===== src/rtl/syspe_stream_feeder.sv =====
// Transmit side of the SysPE weight/act/accum vld-busy streams, fed from two host-loaded RAMs.
// Optional stall counter port enabled by defining SYSPE_FEEDER_STALL_CNT_EN.
module syspe_stream_feeder #(
    parameter int unsigned DEPTH = 16,
    parameter int unsigned AW    = 4,
    parameter int unsigned DW    = 8,
    parameter int unsigned ACCW  = 32
) (
    input  logic            clk,
    input  logic            rst,
    input  logic            wr_en,
    input  logic            wr_sel,
    input  logic [AW-1:0]   wr_addr,
    input  logic [DW-1:0]   wr_data,
    input  logic            start,
    input  logic [AW:0]     len,
    input  logic [ACCW-1:0] bias,
    output logic            active,
    output logic            done,
    input  logic            weight_out_busy,
    output logic            weight_out_vld,
    output logic [DW-1:0]   weight_out_data,
    input  logic            act_out_busy,
    output logic            act_out_vld,
    output logic [DW-1:0]   act_out_data,
    input  logic            accum_out_busy,
    output logic            accum_out_vld,
`ifdef SYSPE_FEEDER_STALL_CNT_EN
    output logic [15:0]     stall_cnt,
`endif
    output logic [ACCW-1:0] accum_out_data
);

    typedef enum logic [1:0] {StIdle, StRun, StDone} state_e;

    state_e          state_q, state_d;
    logic            done_q, done_d;
    logic [AW:0]     len_q, len_d;

    logic [DW-1:0]   wram_q [DEPTH];
    logic [DW-1:0]   aram_q [DEPTH];

    logic            w_vld_q, w_vld_d, a_vld_q, a_vld_d, c_vld_q, c_vld_d;
    logic [DW-1:0]   w_data_q, w_data_d, a_data_q, a_data_d;
    logic [ACCW-1:0] c_data_q, c_data_d;
    logic [AW:0]     w_idx_q, w_idx_d, a_idx_q, a_idx_d, c_idx_q, c_idx_d;
    logic [AW:0]     w_nxt, a_nxt, c_nxt;
    logic            accept;

    assign w_nxt = w_idx_q + (AW+1)'(1);
    assign a_nxt = a_idx_q + (AW+1)'(1);
    assign c_nxt = c_idx_q + (AW+1)'(1);

    always_comb begin
        state_d  = state_q;
        done_d   = 1'b0;
        len_d    = len_q;
        accept   = 1'b0;
        w_vld_d  = w_vld_q;
        a_vld_d  = a_vld_q;
        c_vld_d  = c_vld_q;
        w_data_d = w_data_q;
        a_data_d = a_data_q;
        c_data_d = c_data_q;
        w_idx_d  = w_idx_q;
        a_idx_d  = a_idx_q;
        c_idx_d  = c_idx_q;
        unique case (state_q)
            StIdle: begin
                // done_q high means the previous burst ended this cycle; start is ignored
                if (start && !done_q) begin
                    if (len == '0) begin
                        done_d = 1'b1;
                    end else begin
                        accept   = 1'b1;
                        len_d    = (len > (AW+1)'(DEPTH)) ? (AW+1)'(DEPTH) : len;
                        state_d  = StRun;
                        w_vld_d  = 1'b1;
                        a_vld_d  = 1'b1;
                        c_vld_d  = 1'b1;
                        w_data_d = wram_q[0];
                        a_data_d = aram_q[0];
                        c_data_d = bias;
                        w_idx_d  = '0;
                        a_idx_d  = '0;
                        c_idx_d  = '0;
                    end
                end
            end
            StRun: begin
                if (w_vld_q && !weight_out_busy) begin
                    w_idx_d = w_nxt;
                    if (w_nxt < len_q) begin
                        w_data_d = wram_q[w_nxt[AW-1:0]];
                    end else begin
                        w_vld_d = 1'b0;
                    end
                end
                if (a_vld_q && !act_out_busy) begin
                    a_idx_d = a_nxt;
                    if (a_nxt < len_q) begin
                        a_data_d = aram_q[a_nxt[AW-1:0]];
                    end else begin
                        a_vld_d = 1'b0;
                    end
                end
                if (c_vld_q && !accum_out_busy) begin
                    c_idx_d = c_nxt;
                    if (c_nxt >= len_q) begin
                        c_vld_d = 1'b0;
                    end
                end
                // Look at post-transfer counts so done appears the cycle after the last token
                if (w_idx_d == len_q && a_idx_d == len_q && c_idx_d == len_q) begin
                    state_d = StDone;
                    done_d  = 1'b1;
                end
            end
            StDone: begin
                state_d = StIdle;
            end
            default: begin
                state_d = StIdle;
            end
        endcase
    end

    always_ff @(posedge clk or posedge rst) begin
        if (rst) begin
            state_q  <= StIdle;
            done_q   <= 1'b0;
            len_q    <= '0;
            w_vld_q  <= 1'b0;
            a_vld_q  <= 1'b0;
            c_vld_q  <= 1'b0;
            w_data_q <= '0;
            a_data_q <= '0;
            c_data_q <= '0;
            w_idx_q  <= '0;
            a_idx_q  <= '0;
            c_idx_q  <= '0;
        end else begin
            state_q  <= state_d;
            done_q   <= done_d;
            len_q    <= len_d;
            w_vld_q  <= w_vld_d;
            a_vld_q  <= a_vld_d;
            c_vld_q  <= c_vld_d;
            w_data_q <= w_data_d;
            a_data_q <= a_data_d;
            c_data_q <= c_data_d;
            w_idx_q  <= w_idx_d;
            a_idx_q  <= a_idx_d;
            c_idx_q  <= c_idx_d;
        end
    end

    // RAM has no reset; contents survive a reset but are not relied upon
    always_ff @(posedge clk) begin
        if (state_q == StIdle && wr_en) begin
            if (wr_sel) begin
                aram_q[wr_addr] <= wr_data;
            end else begin
                wram_q[wr_addr] <= wr_data;
            end
        end
    end

`ifdef SYSPE_FEEDER_STALL_CNT_EN
    logic [15:0] stall_q, stall_d;

    always_comb begin
        stall_d = stall_q;
        if (accept) begin
            stall_d = '0;
        end else if (state_q == StRun && stall_q != 16'hFFFF &&
                     ((w_vld_q && weight_out_busy) || (a_vld_q && act_out_busy) ||
                      (c_vld_q && accum_out_busy))) begin
            stall_d = stall_q + 16'd1;
        end
    end

    always_ff @(posedge clk or posedge rst) begin
        if (rst) begin
            stall_q <= '0;
        end else begin
            stall_q <= stall_d;
        end
    end

    assign stall_cnt = stall_q;
`endif

    assign active          = (state_q != StIdle);
    assign done            = done_q;
    assign weight_out_vld  = w_vld_q;
    assign weight_out_data = w_data_q;
    assign act_out_vld     = a_vld_q;
    assign act_out_data    = a_data_q;
    assign accum_out_vld   = c_vld_q;
    assign accum_out_data  = c_data_q;

endmodule


===== config.mk =====
export PLATFORM = sky130hd
export DESIGN_NAME = syspe_stream_feeder
export DESIGN_NICKNAME = d
export VERILOG_FILES = /design/src/rtl/syspe_stream_feeder.sv
export SDC_FILE = /design/constraint.sdc
export NUM_CORES = 1
export LEC_CHECK = 0
export BUFFER_PORTS_ARGS = -buffer_cell sky130_fd_sc_hd__buf_4
export CAP_MARGIN = 40
export CELL_PAD_IN_SITES_DETAIL_PLACEMENT = 0
export CELL_PAD_IN_SITES_GLOBAL_PLACEMENT = 1
export CORE_MARGIN = 2
export CORE_UTILIZATION = 36
export CTS_BUF_LIST = sky130_fd_sc_hd__clkbuf_16
export DETAILED_ROUTE_END_ITERATION = 12
export HOLD_SLACK_MARGIN = 0.1
export PLACE_DENSITY_LB_ADDON = 0.1
export RECOVER_POWER = 100
export SYNTH_ARGS = -nofsm -noshare
export SYNTH_HDL_FRONTEND = slang
export SYNTH_SLANG_ARGS = --single-unit

===== constraint.sdc =====
create_clock -name clk -period 3 [get_ports clk]
set_input_delay 0.6 -clock clk [delete_from_list [all_inputs] [get_ports clk]]
set_output_delay 0.6 -clock clk [all_outputs]
set_load 0.01 [all_outputs]

### Word-level counts from Yosys, hierarchy flattened

Memories as Yosys holds them, arrays and structs flattened.
Cells that the tools add are included.

| word-level totals | value |
|---|---|
| register bits | 74 |
| RAM bits | 256 |
| input port bits | 57 |
| output and inout port bits | 53 |
| logic and storage cells | 107 |
| memories | 2 |

| operators by class | value |
|---|---|
| $add $sub $neg | 3 |
| $lt $le $gt $ge | 4 |
| eq/ne operators | 15 |
| multiplexer cells | 47 |
| bitwise logic cells | 1 |
| reduce and logical (&&, ||, !) cells | 23 |

Memories:

| memory | words | bits a word | read ports | clocked after Yosys merged registers in | wr ports | line | source |
|---|---|---|---|---|---|---|---|
| aram_q | 16 | 8 | 2 | 0 | 1 | 41 | `logic [DW-1:0] aram_q [DEPTH];` |
| wram_q | 16 | 8 | 2 | 0 | 1 | 40 | `logic [DW-1:0] wram_q [DEPTH];` |

Operators by type and width:

| operator | number |
|---|---|
| 8-bit 2-to-1 mux | 8 |
| 5-bit 2-to-1 mux | 9 |
| 8-bit one-hot mux with 2 select lines | 2 |
| 5-bit one-hot mux with 2 select lines | 3 |
| 5-bit AND reduction | 5 |
| 2-bit != test (second input constant) | 11 |
| 1-bit 2-to-1 mux | 17 |
| 5-bit by 1-bit adder with 5-bit output (second input constant) | 3 |
| 5-bit == test | 3 |
| 5-bit less-than comparator | 2 |
| 3-bit AND reduction | 3 |
| 1-bit one-hot mux with 2 select lines | 4 |
| 1-bit logical AND | 7 |
| 2-bit 2-to-1 mux | 3 |
| 5-bit greater-or-equal comparator | 1 |
| 5-bit > comparator (second input constant) | 1 |
| 5-bit zero test | 1 |
| 1-bit zero test | 4 |
| 2-bit one-hot mux with 2 select lines | 1 |
| 2-bit nonzero test | 2 |
| 2-bit by 1-bit == test with 1-bit output (second input constant) | 1 |
| 2-bit zero test | 1 |
| 1-bit NOT | 1 |

### Depth between registers and ports, before layout

Gate-level depths: netlist (run 1).

| logic depth | value |
|---|---|
| depth in word-level cells | 9 |
| mapped depth | 12 |
| mapped depth without buffers | 10 |

### Worst setup path after synthesis (run 1)

Ideal clock, no wire load.

| timing path | value |
|---|---|
| kind | register to register |
| from | register w_idx_q[0] |
| to | register w_data_q[1], in the netlist weight_out_data[1] |
| library setup time | 0.082 ns |
| data arrival time | 2.853 ns |
| data required time | 2.918 ns |
| setup slack | 0.065 ns |
| cell stages (with the launch flop) | 12 |
| buffers on the path | 1 |
| period minus slack after synthesis | 2.935 ns |
| cells stage by stage | dfrtp_1 > ha_1 > xnor2_1 > inv_1 > ha_1 > a21o_1 > a31oi_1 > o211ai_1 > a21oi_2 > clkbuf_1 > nor2_1 > a31oi_1 |

| between the ends | value |
|---|---|
| word-level cells in the longest chain between the ends | 5 |
| elaborated cells on any way between the ends | 8 |
| classes of those cells | add/sub (1); order compare (1); eq/ne (1); mux (3); reduce/logical (1); memory (1) |

RTL lines:

| element | line | source |
|---|---|---|
| start: declaration | 46 | `logic [AW:0] w_idx_q, w_idx_d, a_idx_q, a_idx_d, c_idx_q, c_idx_d;` |
| start signal: assignment | 152 | `w_idx_q <= w_idx_d;` |
| 5-bit by 1-bit adder with 5-bit output (*) | 50 | `assign w_nxt = w_idx_q + (AW+1)'(1);` |
| memory 16 x 8 bit | -- |  |
| 8-bit 2-to-1 mux | 93 | `if (w_nxt < len_q) begin` |
| 8-bit 2-to-1 mux | 91 | `if (w_vld_q && !weight_out_busy) begin` |
| 8-bit one-hot mux with 2 select lines | 68 | `unique case (state_q)` |
| end signal: assignment | 149 | `w_data_q <= w_data_d;` |
| end: declaration | 44 | `logic [DW-1:0] w_data_q, w_data_d, a_data_q, a_data_d;` |

Every way passes the cells marked *; elsewhere a longest branch is shown, timed or not. The select of a mux whose other input is x is not followed.
A chain may end at the register's enable or synchronous reset.

### Final worst setup path (run 1)

| timing path | value |
|---|---|
| from | register a_idx_q[0] |
| to | register a_data_q[5], in the netlist act_out_data[5] |

| between the ends | value |
|---|---|
| word-level cells in the longest chain between the ends | 5 |
| elaborated cells on any way between the ends | 8 |
| classes of those cells | add/sub (1); order compare (1); eq/ne (1); mux (3); reduce/logical (1); memory (1) |

RTL lines:

| element | line | source |
|---|---|---|
| start: declaration | 46 |  |
| start signal: assignment | 153 | `a_idx_q <= a_idx_d;` |
| 5-bit by 1-bit adder with 5-bit output (*) | 51 | `assign a_nxt = a_idx_q + (AW+1)'(1);` |
| memory 16 x 8 bit | -- |  |
| 8-bit 2-to-1 mux | 101 | `if (a_nxt < len_q) begin` |
| 8-bit 2-to-1 mux | 99 | `if (a_vld_q && !act_out_busy) begin` |
| 8-bit one-hot mux with 2 select lines | 68 |  |
| end signal: assignment | 150 | `a_data_q <= a_data_d;` |
| end: declaration | 44 |  |

Marked as above.

==> results.txt, run 1 <==
----------------------------------------------------
[Timing]
  Unrepaired setup endpoints after global routing ... no
  Achievable clock frequency ... ~380 MHz
  Setup skew after layout ... approximately 18 ps
  Final count of pins violating max slew ... 66
  Final hold violations ... 0
  Transition at the pin with the smallest max-transition slack ... between 1500 and 2000 ps
  Final critical path time including I/O delays and setup ... around 2600 ps
  Total Negative Setup Slacks ... 0 ps
  Count of endpoints failing setup in the final report ... 0
  Final critical-path share of the clock period ... a little under 90%
  Worst max-slew margin expressed relative to the limit ... -1.98%

[Clock tree]
  Number of H-tree levels ... 2
  Hold_buf cts ... 1
  Count of instances resized after the clock tree is built ... 0
  Buffer type at the clock tree root ... sky130_fd_sc_hd__clkbuf_16
  Clock Pin Slew Worst Setup and Hold Paths ... around 60 ps
  Clock latency on the worst-skew pair ... 550 ps
  CTS buffer count ... 38
  TritonCTS clock tree ... yes
  Maximum buffer depth of the clock tree ... 3
  Count of clock tree sinks ... 330
  Setup repair bufs after CTS ... 0

[Routing]
  Initial drt markers ... 431
  Count of unresolved DRC violations after routing ... 0
  Routed Antenna Nets ... 0
  Final routed wire length divided by cell count ... around 21 um
  Drt via density ... just under 5
  Via count ... 7544
  Wire length after detailed routing ... approximately 32 mm
  Count of TritonRoute iterations in the first routing pass ... 7

[Final layout]
  Number of nets in the finished design ... ~1100
  Antenna diodes ... 0
  Area growth, synth to finish ... 17.9%
  Fraction of layout cells with a size suffix above 1 ... between 10% and 20%
  Core Util, Final ... between 40% and 50%

[Pwr]
  Maximum VDD drop ... approximately 0.46 mV
  Leakage power of the design ... 0.00592 uW
  Power density over the cells ... 941 mW/mm^2

[Synthesis]
  Total standard cell area after synthesis ... roughly 0.014 mm^2
  Main synth FF type ... sky130_fd_sc_hd__edfxtp_1
  Average instance area after synthesis ... between 15 and 20 um^2
  Total nets after synthesis ... roughly 900
  Cells taking the most area after synthesis ... sky130_fd_sc_hd__edfxtp_1 (56%), sky130_fd_sc_hd__dfrtp_1 (13%), sky130_fd_sc_hd__mux4_2 (7.7%), sky130_fd_sc_hd__mux4_1 (6.3%), sky130_fd_sc_hd__nand2_1 (4.5%)
  Yosys top cell area share ... 55.7%
  Number of enable-type register cells in the synthesized netlist ... 256
  Commonest cells in the synthesized netlist ... sky130_fd_sc_hd__edfxtp_1 (256), sky130_fd_sc_hd__nand2_1 (167), sky130_fd_sc_hd__dfrtp_1 (74)
  Synth warn ... 0
  Number of storage elements in the synthesis netlist ... 330
  Post-synthesis instance total ... between 800 and 900
  Yosys cell types ... 53
  Async set-or-reset flop fraction in the synthesized netlist ... 22.4%
  Most frequently used cell type in the post-synthesis netlist ... sky130_fd_sc_hd__edfxtp_1
  Seq/Total Area, Yosys ... 69.1%
  Leading area contributor after synthesis ... sky130_fd_sc_hd__edfxtp_1

[Worst setup path]
  Slowest CP cell ... sky130_fd_sc_hd__mux4_1
  Critical path peak fanout ... 32
  Worst EP arrival ... 3030 ps
  Register-to-register setup slack ... roughly 380 ps
  Sequence of cells on the critical path ... ha_1, buf_12, mux4_1, mux4_1, nand2_1, nand2_1, mux2_1
  Required time at the worst-slack endpoint ... between 3000 and 4000 ps
  Critical Setup Path Class ... register to register
  Buffers & Inverters on Critical Path ... 1
  CP Capture Type ... register
  Family with the most delay on the worst path ... multiplexers
  Delay of the slowest cell on the worst path ... 530 ps
  Startpoint kind of the worst setup timing path ... register

[Global routing]
  Number of global-route vias before repair ... 7725
  Largest net degree at the start of global routing ... 53
  Wire length of the first global-routing pass ... 48.4 mm
  Number of antenna violations at the first check in global routing ... 0
  Grt ovf ... 0
  Global routing usage summed across all routing layers ... between 10% and 20%

[Floorplan]
  Die Ht ... around 200 um
  I/O pins ... between 100 and 150
  Starting Density ... 36.6%
  Horizontal extent of the die ... 200 um
  Floorplan die area ... about 0.040 mm^2
  Area of the core ... around 0.038 mm^2
  Number of rows in the core area ... 71

[Place]
  Count of buffers inserted at the top-level ports ... 109
  Half-perimeter wire length after detailed placement ... around 21 mm
  Final weighted congestion in routability-driven placement ... between 0.7 and 0.8

[Run status]
  Failing checks ... max-capacitance violations, max-slew violations
  Status ... finished with violations

[Min path]
  Type of the worst min-delay path ... primary input to register

[Flow run]
  MaxCap Viol Count ... 3

----------------------------------------------------
placed cells by master (no fill, tap or decap), types with 5 or more instances in the layout:
cell | Yosys | layout
sky130_fd_sc_hd__a21o_1 | 8 | 8
sky130_fd_sc_hd__a31oi_1 | 9 | 9
sky130_fd_sc_hd__buf_12 | 2 | 5
sky130_fd_sc_hd__buf_4 | 5 | 54
sky130_fd_sc_hd__clkbuf_1 | 15 | 98
sky130_fd_sc_hd__clkbuf_16 | 0 | 39
sky130_fd_sc_hd__clkinv_1 | 0 | 10
sky130_fd_sc_hd__dfrtp_1 | 74 | 73
sky130_fd_sc_hd__edfxtp_1 | 256 | 256
sky130_fd_sc_hd__ha_1 | 16 | 16
sky130_fd_sc_hd__inv_1 | 9 | 18
sky130_fd_sc_hd__mux2_1 | 0 | 5
sky130_fd_sc_hd__mux4_1 | 33 | 33
sky130_fd_sc_hd__mux4_2 | 47 | 47
sky130_fd_sc_hd__nand2_1 | 167 | 167
sky130_fd_sc_hd__nand2b_1 | 8 | 8
sky130_fd_sc_hd__nand3_1 | 11 | 11
sky130_fd_sc_hd__nand3b_1 | 7 | 7
sky130_fd_sc_hd__nor2_1 | 49 | 49
sky130_fd_sc_hd__o21ai_0 | 20 | 22
sky130_fd_sc_hd__xnor2_1 | 12 | 12
sky130_fd_sc_hd__xor2_1 | 6 | 6
area by class of cell:
class	instances	area [um^2]
clock inverters	27	233
multi-input cells	452	3940
inverters	9	35.0
repair buffers	163	913
fillers	3471	21500
flip-flops and latches	330	9540
clock buffers	39	976
well taps	511	639
tightest hold or removal path: stages:
cell,delay [ps]
sky130_fd_sc_hd__buf_4,70
sky130_fd_sc_hd__nand2_1,40
sky130_fd_sc_hd__nand2_1,40
per-layer routing:
metal | global-route usage (%) | wire length [um]
met5 | 0 | 0
met4 | 5.13 | 645
met3 | 3.16 | 1930
met2 | 25.7 | 14500
met1 | 23.6 | 15200
through the flow:
stage / cells / worst slack, ps / total power (uW) / area [um^2] / hold slack (ps)
after global placement: 1464 / 427 / 11400 / 15500 / 459
after CTS: 1531 / 364 / 16000 / 16700 / 221
after floorplan: 829 / 64.9 / 9520 / 13800 / 499
final: 1531 / 382 / 15300 / 16300 / 257
after global routing: 1531 / 162 / 16200 / 16300 / 239
after detailed placement: 1464 / 393 / 11400 / 15500 / 464
sequential cells by signal, indices dropped and copies added, names as in the netlist, 5 cells and up:
signal	count
aram_q	128
wram_q	128
accum_out_data	32
act_out_data	8
weight_out_data	8
a_idx_q	5
c_idx_q	5
len_q	5
w_idx_q	5
power by group:
group          switching (uW)  internal [uW]  total, uW
sequential                349           5400       5750
combinational            2700           2400       5100
clock                    1780           2690       4470
total                    4830          10500      15300
cell families (layout without fill, tap and decap cells):
logic type	Yosys count	after routing	synth area share (%)
compound gates	59	59	2.76
xor+xnor	18	18	1.14
fa+ha+maj	16	16	1.45
buf+inv	47	238	2.15
flops	330	330	69.1
mux	92	92	15.1
simple gates	267	267	8.35
final timing paths:
| path | startpoint | to | cells past startpoint |
|---|---|---|---|
| max | a_idx_q[0] | act_out_data[5] | 7 |
| max in group asynchronous | rst | w_idx_q[0] | 4 |
| min reg2reg | accum_out_data[9] | accum_out_data[9] | 2 |
| max reg2reg | a_idx_q[0] | act_out_data[5] | 7 |
| min | bias[24] | accum_out_data[24] | 3 |
| min in group asynchronous | rst | accum_out_data[13] | 3 |
Power figures use the tool's default switching activity.
==> run 2, diff against run 1 <==
--- a/config.mk
+++ b/config.mk
@@ -12,6 +12,7 @@
 export CORE_MARGIN = 2
 export CORE_UTILIZATION = 36
 export CTS_BUF_LIST = sky130_fd_sc_hd__clkbuf_16
+export CTS_CLUSTER_SIZE = 25
 export DETAILED_ROUTE_END_ITERATION = 12
 export HOLD_SLACK_MARGIN = 0.1
 export PLACE_DENSITY_LB_ADDON = 0.1
==> constraint.sdc (replaced) <==
create_clock -name clk -period 2.7 [get_ports clk]
set_input_delay 0.54 -clock clk [delete_from_list [all_inputs] [get_ports clk]]
set_output_delay 0.54 -clock clk [all_outputs]
set_load 0.01 [all_outputs]
==> run 2 against run 1 <==
The flow still finishes with violations (max-capacitance violations, max-slew violations). Hold slack worse by 51 ps. Clock skew is 6.8 ps lower. Sequential share of layout area is 0.43 points lower. Power is 13% higher. Non-clock buffer count is 5 higher. Wire length is 4.0% higher. Cell count is 0.46% higher. Largest power group unchanged. Utilization is 0.32 points higher.
==> results.txt, run 2 (synthesis results as in run 1) <==
----------------------------------------------------
[Worst setup path]
  Required time at the worst-slack endpoint ... 3100 ps (was 3410 ps)
  Worst EP arrival ... 2920 ps (was 3030 ps)
  Logic depth of the worst register-to-register path ... 10 (was 7)
  FF-to-FF Start ... a_idx_q[0] (unchanged)
  CP Capture Type ... register (unchanged)
  Critical path peak fanout ... 36 (was 32)
  Startpoint kind of the worst setup timing path ... register (unchanged)
  Register-to-register setup slack ... 180 ps (was 380 ps)
  Worst r2r dst ... act_out_data[0] (was act_out_data[5])
  Critical Setup Path Class ... register to register (unchanged)

[Timing]
  Final critical path time including I/O delays and setup ... 2520 ps (was 2620 ps)
  Post-Route Hold Slack ... 206 ps (was 257 ps)
  Transition at the pin with the smallest max-transition slack ... 1840 ps (was 1530 ps)
  Count of endpoints failing setup in the final report ... 0 (unchanged)
  Final count of pins violating max slew ... 167 (was 66)
  Worst max-slew margin expressed relative to the limit ... -23.1% (was -1.98%)
  Setup skew after layout ... 10.8 ps (was 17.6 ps)
  Unrepaired setup endpoints after global routing ... no (unchanged)
  Total Negative Setup Slacks ... 0 ps (unchanged)
  Achievable clock frequency ... 397 MHz (was 382 MHz)
  Final hold violations ... 0 (unchanged)
  Final critical-path share of the clock period ... 93.3% (was 87.3%)

[Place]
  Count of buffers inserted at the top-level ports ... 109 (unchanged)
  Number of placed instances, taps included ... 1470 (was 1464)
  Half-perimeter wire length after detailed placement ... 21.4 mm (was 20.5 mm)
  Final weighted congestion in routability-driven placement ... 0.761 (was 0.726)
  Post-detailed-placement cell area ... 0.0156 mm^2 (was 0.0155 mm^2)

[Global routing]
  Number of global-route vias before repair ... 7714 (was 7725)
  Wire length of the first global-routing pass ... 50.3 mm (was 48.4 mm)
  Largest net degree at the start of global routing ... 41 (was 53)
  Global routing usage summed across all routing layers ... 17.2% (was 16.5%)
  Grt ovf ... 0 (unchanged)
  Number of antenna violations at the first check in global routing ... 0 (unchanged)

[Clock tree]
  Buffer type at the clock tree root ... sky130_fd_sc_hd__clkbuf_16 (unchanged)
  CTS buffer count ... 38 (unchanged)
  Setup repair bufs after CTS ... 0 (unchanged)
  Clock Pin Slew Worst Setup and Hold Paths ... 60 ps (about the same)
  Clock latency on the worst-skew pair ... 520 ps (was 550 ps)
  Count of instances resized after the clock tree is built ... 0 (unchanged)
  Hold_buf cts ... 0 (was 1)
  Count of clock tree sinks ... 330 (unchanged)
  Number of H-tree levels ... 2 (unchanged)
  Maximum buffer depth of the clock tree ... 3 (unchanged)
  TritonCTS clock tree ... yes (unchanged)

[Final layout]
  Antenna diodes ... 0 (unchanged)
  Most common cell after layout, fill and taps aside ... sky130_fd_sc_hd__edfxtp_1 (unchanged)
  Top library cells by usage in the layout, fill and taps aside ... sky130_fd_sc_hd__edfxtp_1 (256), sky130_fd_sc_hd__nand2_1 (167), sky130_fd_sc_hd__clkbuf_1 (83) (was sky130_fd_sc_hd__edfxtp_1 (256), sky130_fd_sc_hd__nand2_1 (167), sky130_fd_sc_hd__clkbuf_1 (98))
  Count of non-filler cells in the finished layout ... 1538 (was 1531)
  Fraction of layout cells with a size suffix above 1 ... 19.1% (was 16.4%)
  Number of nets in the finished design ... 1072 (was 1067)
  Core Util, Final ... 43.4% (was 43.1%)
  Final cell area excluding filler cells ... 0.0164 mm^2 (was 0.0163 mm^2)
  Area growth, synth to finish ... 18.8% (was 17.9%)
  Filler cell count ... 3489 (was 3471)

[Routing]
  Count of TritonRoute iterations in the first routing pass ... 5 (was 7)
  Count of unresolved DRC violations after routing ... 0 (unchanged)
  Wire length after detailed routing ... 33.6 mm (was 32.3 mm)
  Drt via density ... 4.97 (was 4.93)
  Final routed wire length divided by cell count ... 21.8 um (was 21.1 um)
  Initial drt markers ... 560 (was 431)
  Via count ... 7650 (was 7544)
  Routed Antenna Nets ... 0 (unchanged)

[Min path]
  Type of the worst min-delay path ... primary input to register (unchanged)
  Start point of the worst min-delay path ... bias[12] (was bias[24])
  Worst Hold Depth ... 3 (unchanged)
  Worst hold endpoint ... accum_out_data[12] (was accum_out_data[24])

[Floorplan]
  Floorplan die area ... 0.0399 mm^2 (unchanged)
  Die Ht ... 200 um (unchanged)
  Number of rows in the core area ... 71 (unchanged)
  Horizontal extent of the die ... 200 um (unchanged)
  Starting Density ... 36.6% (unchanged)
  I/O pins ... 110 (unchanged)
  Area of the core ... 0.0378 mm^2 (unchanged)

[Flow run]
  MaxCap Viol Count ... 6 (was 3)

[Pwr]
  Maximum VDD drop ... 0.428 mV (was 0.455 mV)
  Leakage power of the design ... 0.00604 uW (was 0.00592 uW)
  Power density over the cells ... 1050 mW/mm^2 (was 941 mW/mm^2)

[Run status]
  Status ... finished with violations (unchanged)
  Failing checks ... max-capacitance violations, max-slew violations (unchanged)

----------------------------------------------------
-- run 2: changes by cell type in the layout (fill, tap and decap cells not counted), moves of 2 or more --
cell / change
sky130_fd_sc_hd__clkinv_2: +5
sky130_fd_sc_hd__clkbuf_2: +12
sky130_fd_sc_hd__clkinv_1: -3
sky130_fd_sc_hd__clkinv_8: -2
sky130_fd_sc_hd__buf_12: +2
sky130_fd_sc_hd__buf_4: +7
sky130_fd_sc_hd__clkbuf_1: -15
sky130_fd_sc_hd__inv_1: -2
sky130_fd_sc_hd__clkinvlp_4: +2
-- run 2: per-stage QoR --
step                      total power [uW]  worst slack, ps
after floorplan                      10600             19.9
final                                17300              181
after CTS                            18000              156
after global routing                 18300             23.5
after detailed placement             12900              202
after global placement               12900              170
-- run 2: cell type report --
class                   count  area, um^2  share of cell area, %
well taps                 511         639                   3.90
multi-input cells         452        3950                   24.1
inverters                   9        35.0                  0.214
clock inverters            28         230                   1.40
clock buffers              40        1000                   6.10
flip-flops and latches    330        9540                   58.2
repair buffers            168        1000                   6.13
-- run 2: worst max path at each step --
stage | cells after the start | endpoint | slack [ps] | startpoint
finish | 10 | act_out_data[0] | 180 | a_idx_q[0]
floorplan | 11 | weight_out_data[1] | 20 | w_idx_q[0]
CTS | 10 | act_out_data[0] | 160 | a_idx_q[0]
detailed placement | 10 | act_out_data[0] | 200 | a_idx_q[0]
global route | 11 | weight_out_data[3] | 20 | w_idx_q[0]
global placement | 10 | act_out_data[1] | 170 | a_idx_q[0]
-- run 2: report_power, final --
part	internal, uW	switching (uW)
Combinational	2760	3070
Sequential	6010	390
Clock	3050	1990
Total	11800	5450
-- run 2: layer usage --
layer	wire (um)	GRT usage, %
met1	16400	25.2
met2	15000	26.7
met3	1700	3.34
met4	418	3.62
met5	0	0
-- run 2: critical path, stage by stage, from the launching register on --
cell and delay, ps:
sky130_fd_sc_hd__dfrtp_2 380, sky130_fd_sc_hd__buf_12 270, sky130_fd_sc_hd__nand3_1 160, sky130_fd_sc_hd__xor2_1 290, sky130_fd_sc_hd__inv_1 80, sky130_fd_sc_hd__ha_1 270
sky130_fd_sc_hd__nand3_1 80, sky130_fd_sc_hd__o211a_1 180, sky130_fd_sc_hd__o21a_1 190, sky130_fd_sc_hd__buf_12 150, sky130_fd_sc_hd__mux2_2 340
